**config.mk**
```make
export PLATFORM = sky130hd
export DESIGN_NAME = lcd_sprite_writer
export DESIGN_NICKNAME = d
export VERILOG_FILES = /design/src/rtl/lcd_sprite_writer.sv
export SDC_FILE = /design/constraint.sdc
export NUM_CORES = 1
export LEC_CHECK = 0
export CORE_MARGIN = 2
export CORE_UTILIZATION = 25
export CTS_CLUSTER_DIAMETER = 100
export CTS_CLUSTER_SIZE = 10
export DETAILED_ROUTE_END_ITERATION = 8
export PLACE_DENSITY = 0.52
export SYNTH_ARGS = -nofsm -noshare
export SYNTH_HDL_FRONTEND = slang
export SYNTH_SLANG_ARGS = --single-unit
```
**constraint.sdc**
```tcl
create_clock -name clk -period 4.85 [get_ports clk]
set_input_delay 1.455 -clock clk [delete_from_list [all_inputs] [get_ports clk]]
set_output_delay 1.455 -clock clk [all_outputs]
set_load 0.01 [all_outputs]
```
**src/rtl/lcd_sprite_writer.sv**
```systemverilog
// Draws a SPRITE_ROWS x SPRITE_W block of CGRAM characters on a 2x16 HD44780-style LCD.
// Optional: define LCD_SPRITE_WRAP_EN to wrap cells past the right edge instead of clipping them.
module lcd_sprite_writer #(
  parameter int SPRITE_W    = 3,
  parameter int SPRITE_ROWS = 2,
  parameter int LCD_COLS    = 16,
  parameter int EN_HOLD     = 1,
  parameter int CMD_WAIT    = 2,
  parameter int CLEAR_WAIT  = 4
) (
  input  logic       clk,
  input  logic       rst,
  input  logic       start,
  input  logic [3:0] col,
  input  logic       row,
  input  logic [7:0] base_char,
  input  logic       clear_mode,
  output logic       busy,
  output logic       done,
  output logic [7:0] lcd_data,
  output logic       lcd_rs,
  output logic       lcd_rw,
  output logic       lcd_en
);

  typedef enum logic [2:0] {
    S_IDLE  = 3'd0,
    S_INIT  = 3'd1,
    S_PRE   = 3'd2,
    S_CLEAR = 3'd3,
    S_ERASE = 3'd4,
    S_DRAW  = 3'd5,
    S_DONE  = 3'd6
  } state_e;

  typedef enum logic [1:0] {
    PH_IDLE  = 2'd0,
    PH_SETUP = 2'd1,
    PH_HOLD  = 2'd2,
    PH_WAIT  = 2'd3
  } phase_e;

  state_e     state_q, state_d;
  phase_e     ph_q, ph_d;
  logic [7:0] cnt_q, cnt_d;
  logic [7:0] data_q, data_d;
  logic       rs_q, rs_d;
  logic       en_q, en_d;
  logic       clr_tx_q, clr_tx_d;
  logic       busy_q, busy_d;
  logic       done_q, done_d;
  logic       init_done_q, init_done_d;
  logic       prev_valid_q, prev_valid_d;
  logic [3:0] col_q, col_d;
  logic       row_q, row_d;
  logic [7:0] base_q, base_d;
  logic       mode_q, mode_d;
  logic [3:0] pcol_q, pcol_d;
  logic       prow_q, prow_d;
  logic [1:0] step_q, step_d;
  logic [1:0] r_q, r_d;
  logic [3:0] c_q, c_d;
  logic       half_q, half_d;

  logic [3:0] org_col_s;
  logic       org_row_s;
  logic [5:0] x_raw_s;
  logic [5:0] x_s;
  logic [1:0] line_s;
  logic       clip_s;
  logic [7:0] cmd_s;
  logic [7:0] code_s;
  logic [3:0] c_next_s;
  logic [1:0] r_next_s;
  logic       tx_free_s;
  logic       issue_s;
  logic [7:0] issue_data_s;
  logic       issue_rs_s;
  logic       issue_clr_s;

  // Geometry of the cell under the walk pointer; ERASE walks the previous footprint.
  always_comb begin
    if (state_q == S_ERASE) begin
      org_col_s = pcol_q;
      org_row_s = prow_q;
    end else begin
      org_col_s = col_q;
      org_row_s = row_q;
    end
    x_raw_s = {2'b00, org_col_s} + {2'b00, c_q};
    line_s  = {1'b0, org_row_s} + r_q;
`ifdef LCD_SPRITE_WRAP_EN
    if (x_raw_s >= 6'(LCD_COLS)) begin
      x_s = x_raw_s - 6'(LCD_COLS);
    end else begin
      x_s = x_raw_s;
    end
    clip_s = (line_s > 2'd1);
`else
    x_s    = x_raw_s;
    clip_s = (line_s > 2'd1) || (x_raw_s >= 6'(LCD_COLS));
`endif
    cmd_s  = 8'h80 | ((line_s[0] ? 8'h40 : 8'h00) + {2'b00, x_s});
    code_s = base_q + (8'(r_q) * 8'(SPRITE_W)) + {4'h0, c_q};
    if (c_q == 4'(SPRITE_W - 1)) begin
      c_next_s = 4'd0;
      r_next_s = r_q + 2'd1;
    end else begin
      c_next_s = c_q + 4'd1;
      r_next_s = r_q;
    end
  end

  // Strobe sequencer plus the control FSM that feeds it one transaction at a time.
  always_comb begin
    state_d      = state_q;
    ph_d         = ph_q;
    cnt_d        = cnt_q;
    data_d       = data_q;
    rs_d         = rs_q;
    en_d         = en_q;
    clr_tx_d     = clr_tx_q;
    busy_d       = busy_q;
    done_d       = 1'b0;
    init_done_d  = init_done_q;
    prev_valid_d = prev_valid_q;
    col_d        = col_q;
    row_d        = row_q;
    base_d       = base_q;
    mode_d       = mode_q;
    pcol_d       = pcol_q;
    prow_d       = prow_q;
    step_d       = step_q;
    r_d          = r_q;
    c_d          = c_q;
    half_d       = half_q;
    tx_free_s    = 1'b0;
    issue_s      = 1'b0;
    issue_data_s = 8'h00;
    issue_rs_s   = 1'b0;
    issue_clr_s  = 1'b0;

    case (ph_q)
      PH_IDLE: tx_free_s = 1'b1;
      PH_SETUP: begin
        en_d  = 1'b1;
        cnt_d = 8'(EN_HOLD - 1);
        ph_d  = PH_HOLD;
      end
      PH_HOLD: begin
        if (cnt_q == 8'd0) begin
          en_d  = 1'b0;
          ph_d  = PH_WAIT;
          cnt_d = clr_tx_q ? 8'(CLEAR_WAIT - 1) : 8'(CMD_WAIT - 1);
        end else begin
          cnt_d = cnt_q - 8'd1;
        end
      end
      PH_WAIT: begin
        if (cnt_q == 8'd0) begin
          ph_d      = PH_IDLE;
          tx_free_s = 1'b1;
        end else begin
          cnt_d = cnt_q - 8'd1;
        end
      end
      default: ph_d = PH_IDLE;
    endcase

    if (tx_free_s) begin
      case (state_q)
        S_IDLE: begin
          if (start) begin
            col_d   = col;
            row_d   = row;
            base_d  = base_char;
            mode_d  = clear_mode;
            busy_d  = 1'b1;
            step_d  = 2'd0;
            state_d = init_done_q ? S_PRE : S_INIT;
          end else begin
            busy_d = 1'b0;
          end
        end
        S_INIT: begin
          case (step_q)
            2'd0: begin
              issue_s      = 1'b1;
              issue_data_s = 8'h38;
              step_d       = 2'd1;
            end
            2'd1: begin
              issue_s      = 1'b1;
              issue_data_s = 8'h0C;
              step_d       = 2'd2;
            end
            2'd2: begin
              issue_s      = 1'b1;
              issue_data_s = 8'h06;
              step_d       = 2'd3;
            end
            default: begin
              init_done_d = 1'b1;
              state_d     = S_PRE;
            end
          endcase
        end
        S_PRE: begin
          r_d    = 2'd0;
          c_d    = 4'd0;
          half_d = 1'b0;
          step_d = 2'd0;
          if (mode_q) begin
            state_d = S_CLEAR;
          end else if (prev_valid_q) begin
            state_d = S_ERASE;
          end else begin
            state_d = S_DRAW;
          end
        end
        S_CLEAR: begin
          if (step_q == 2'd0) begin
            issue_s      = 1'b1;
            issue_data_s = 8'h01;
            issue_clr_s  = 1'b1;
            step_d       = 2'd1;
          end else begin
            state_d = S_DRAW;
          end
        end
        S_ERASE, S_DRAW: begin
          // Walk is finished only once the last strobe has fully completed.
          if (r_q == 2'(SPRITE_ROWS)) begin
            r_d    = 2'd0;
            c_d    = 4'd0;
            half_d = 1'b0;
            if (state_q == S_ERASE) begin
              state_d = S_DRAW;
            end else begin
              state_d      = S_DONE;
              done_d       = 1'b1;
              busy_d       = 1'b0;
              pcol_d       = col_q;
              prow_d       = row_q;
              prev_valid_d = 1'b1;
            end
          end else if (clip_s) begin
            c_d = c_next_s;
            r_d = r_next_s;
          end else if (!half_q) begin
            issue_s      = 1'b1;
            issue_data_s = cmd_s;
            half_d       = 1'b1;
          end else begin
            issue_s      = 1'b1;
            issue_data_s = (state_q == S_ERASE) ? 8'h20 : code_s;
            issue_rs_s   = 1'b1;
            half_d       = 1'b0;
            c_d          = c_next_s;
            r_d          = r_next_s;
          end
        end
        S_DONE: state_d = S_IDLE;
        default: state_d = S_IDLE;
      endcase
    end else begin
      busy_d = busy_q;
    end

    if (issue_s) begin
      data_d   = issue_data_s;
      rs_d     = issue_rs_s;
      clr_tx_d = issue_clr_s;
      en_d     = 1'b0;
      ph_d     = PH_SETUP;
    end else begin
      clr_tx_d = clr_tx_q;
    end
  end

  // State and output registers; reset also forgets init_done and the previous footprint.
  always_ff @(posedge clk or negedge rst) begin
    if (!rst) begin
      state_q      <= S_IDLE;
      ph_q         <= PH_IDLE;
      cnt_q        <= 8'd0;
      data_q       <= 8'd0;
      rs_q         <= 1'b0;
      en_q         <= 1'b0;
      clr_tx_q     <= 1'b0;
      busy_q       <= 1'b0;
      done_q       <= 1'b0;
      init_done_q  <= 1'b0;
      prev_valid_q <= 1'b0;
      col_q        <= 4'd0;
      row_q        <= 1'b0;
      base_q       <= 8'd0;
      mode_q       <= 1'b0;
      pcol_q       <= 4'd0;
      prow_q       <= 1'b0;
      step_q       <= 2'd0;
      r_q          <= 2'd0;
      c_q          <= 4'd0;
      half_q       <= 1'b0;
    end else begin
      state_q      <= state_d;
      ph_q         <= ph_d;
      cnt_q        <= cnt_d;
      data_q       <= data_d;
      rs_q         <= rs_d;
      en_q         <= en_d;
      clr_tx_q     <= clr_tx_d;
      busy_q       <= busy_d;
      done_q       <= done_d;
      init_done_q  <= init_done_d;
      prev_valid_q <= prev_valid_d;
      col_q        <= col_d;
      row_q        <= row_d;
      base_q       <= base_d;
      mode_q       <= mode_d;
      pcol_q       <= pcol_d;
      prow_q       <= prow_d;
      step_q       <= step_d;
      r_q          <= r_d;
      c_q          <= c_d;
      half_q       <= half_d;
    end
  end

  assign busy     = busy_q;
  assign done     = done_q;
  assign lcd_data = data_q;
  assign lcd_rs   = rs_q;
  assign lcd_rw   = 1'b0;
  assign lcd_en   = en_q;

endmodule

```
==> impl_results.md <==
* CTS HTree Levels at 2
* Netlist cell types at 59
* Max Clock Freq at approximately 250 MHz
* Top post-synthesis cells by area: dfrtp_1 (40%), ha_1 (10%), mux2_2 (6.1%), fa_1 (3.4%), nor2_1 (3.4%)
* Status: finished, final reports clean
* I/O Pins at 30
* Cts hold-fix bufs at 0
* Gpl congestion at ~0.85
* Critical path's slowest cell: a211oi_4
* Mean Syn Cell Area at 10.3 sq um
* Arrival @ worst endpoint at approximately 4.2 ns
* Layout Nets at 418
* Clk sinks at between 50 and 60
* Worst reg2reg path depth at 9
* Post-CTS setup buffers at 0
* Core area at around 0.014 sq mm
* Clk_skew at 0.00764 ns
* CP peak stage delay at about 0.7 ns
* Post-synth EDFFs at 0
* Largest net degree at the start of global routing at 30
* 1st-iter DRT viols at 187
* Reg-to-Reg End: clr_tx_q
* First-pass GRT wire length at 12.9 mm
* PwrDens at 205 mW/mm^2
* Period utilization at between 80% and 90%
* Post-synth top area share at 39.7%
* DR DRC count at 0
* CP Capture Type: flip-flop
* N_diodes at 0
* Avg WL per Cell at 13.8 um
* Die W at ~120 um
* Ys flop type: dfrtp_1
* Critical path buffer and inverter count at 0
* YS warnings at 0
* RSZ-0062 raised after global routing: false
* Routed Antenna Nets at 0
* Hold Path Class: flip-flop to flip-flop
* Post-place setup slack at 0.851 ns
* CP startpoint kind: flip-flop
* CTS tree: yes
* Worst path depth at 9
* Die ar. at 0.0151 sq mm
* Cells after synthesis at about 340
* Power, Total at 0.842 mW
* CP Cell Sequence: nand2b_1 -> nor2_1 -> mux2_2 -> ha_1 -> fa_1 -> a21o_1 -> a211o_1 -> a211oi_4 -> mux2_2
* Worst-Skew Late Latency at ~0.30 ns
* Clock transition at path regs at 0.07 ns
* Vias in the first global route at 2542
* Layout area overhead at 16.7%
* Layout cell share with drive strength beyond 1 at 11.2%
* Antenna violations before repair at 0
* Setup TNS at 0 ns
* Synthesized area at 0.00353 sq mm
* Seq/Total Area, Yosys at between 30% and 40%
* LEAKAGE at 1.94 nW
* Area leader, netlist: dfrtp_1
* Worst Path Required at ~5.0 ns
* GRT Resource Usage Total at approximately 11%
* Reg2Reg Setup Slack at slightly above 0.8 ns
* Synth Net Count at 393
* Vias post-DR at between 2000 and 3000
* R2R Path Start: state_q[1]
* Clock buffer depth at 2
* CP Capture Point: clr_tx_q
* Critical Path Fanout Max at 19
* Cts repair resizes at 0
* FP Rows at 43
* Worst-margin pin slew at roughly 0.81 ns
* Final Hold Fails at 0
* Async S/R FF share, synth at between 90% and 100%
* Crit path kind: flip-flop to flip-flop
* Die height at 123 um
* Worst slew margin at 45.5%
* Post-DP HPWL at 5.80 mm
* Worst setup startpoint: state_q[1]
* Final min period at 4.03 ns
* Final Slew Violations at 0
* Starting Density at 25.5%
* Grt total ovfl at 0
* CTS buffer count at 5
* Worst setup margin at a little over 0.8 ns
* Max_cap viols at 0
* Via density at 4.68
* Maximum VDD drop at roughly 0.13 mV
* Clk root buf: clkbuf_16
* Number of I/O port buffers at 28
* Total wire length at approximately 7.5 mm
* FF+latch count, synth at 56
* Crit path top cell by count: mux2_2
* DR pass1 iterations at 4
* Final setup violating endpoints at 0
* Top cell family by delay on the critical path: compound AO/OA/AOI/OAI gates
## synthesized netlist by cell type, drive strengths merged (2+ instances only)
cell type  instances
o21ai             12
a21o               4
ha                29
o211ai             2
clkbuf             6
a22o               4
a21oi             13
nand2b             6
o31ai              3
xnor2              7
mux2              28
nor3               9
or2                4
nor3b              4
nor2b              4
xor2               5
nor2              32
o22ai              2
nand3              5
inv               25
a31oi              6
dfrtp             56
nand2             25
a211oi             7
a31o               2
buf                6
a2111oi            3
and2               2
fa                 6
mux2i              4
a211o              3
## registers in the layout, summed over array words and instances (netlist names), 2 cells and up
signal and count:
base_q 8, c_q 4, cnt_q 8, col_q 4, lcd_data 8, pcol_q 4
ph_q 2, r_q 2, state_q 3, step_q 2
## how the worst min path moves through the flow
stage | to | cells after the start | start
floorplan | prev_valid_q | 1 | prev_valid_q
global route | prev_valid_q | 1 | prev_valid_q
CTS | prev_valid_q | 1 | prev_valid_q
global placement | prev_valid_q | 1 | prev_valid_q
detailed placement | prev_valid_q | 1 | prev_valid_q
finish | prev_valid_q | 1 | prev_valid_q
## cell families after synthesis
group	after synthesis	share of synthesized area [%]
flip-flops	56	39.7
buffers and inverters	37	4.47
AO/OA/AOI/OAI	71	14.9
other	1	0.106
XOR/XNOR	12	2.98
multiplexers	32	10.1
AND/OR/NAND/NOR	97	14.1
adder cells (fa/ha/maj)	35	13.7
## routing by layer
| metal | routed length (um) | global-route usage (%) | vias to the layer above |
|---|---|---|---|
| li1 | - | - | 1250 |
| met1 | 3760 | 15.5 | 1249 |
| met2 | 3410 | 17.1 | 49 |
| met3 | 259 | 1.77 | 9 |
| met4 | 121 | 3.38 | 0 |
| met5 | 0 | 0 | - |
## layout by cell type, fill, tap and decap left out, types with 9 or more instances in the layout
| master | synthesis | layout |
|---|---|---|
| mux2_1 | 9 | 9 |
| nand2_1 | 25 | 25 |
| nor2_1 | 32 | 32 |
| dfrtp_1 | 56 | 56 |
| ha_1 | 29 | 29 |
| inv_1 | 25 | 25 |
| a21oi_1 | 13 | 13 |
| o21ai_0 | 11 | 11 |
| mux2_2 | 19 | 19 |
| clkdlybuf4s50_1 | 0 | 27 |
## layout make-up
cell class                 instances  area [sq um]
sequential                        56          1400
multi-input combinational        248          1970
clock inverter                     2          12.5
inverter                          25          93.8
tap                              180           225
clock buffer                       5           125
timing repair buffer              30           290
fill                            1433          9710
## metrics by stage
stage          hold WS [ns]  cell area (sq um)  instances  util, %
2_1_floorplan         0.430               3530        341        -
3_3_place_gp          0.451               3980        539     28.8
3_5_place_dp          0.447               3980        539     28.8
4_1_cts               0.467               4120        546     29.8
5_1_grt               0.502               4120        546     29.8
6_report              0.462               4120        546     29.8
## power by group
group / internal, mW / switching (mW)
Clock: 0.188 / 0.165
Sequential: 0.467 / 0
Combinational: 0.0114 / 0.0115
Power figures use the tool's default switching activity.
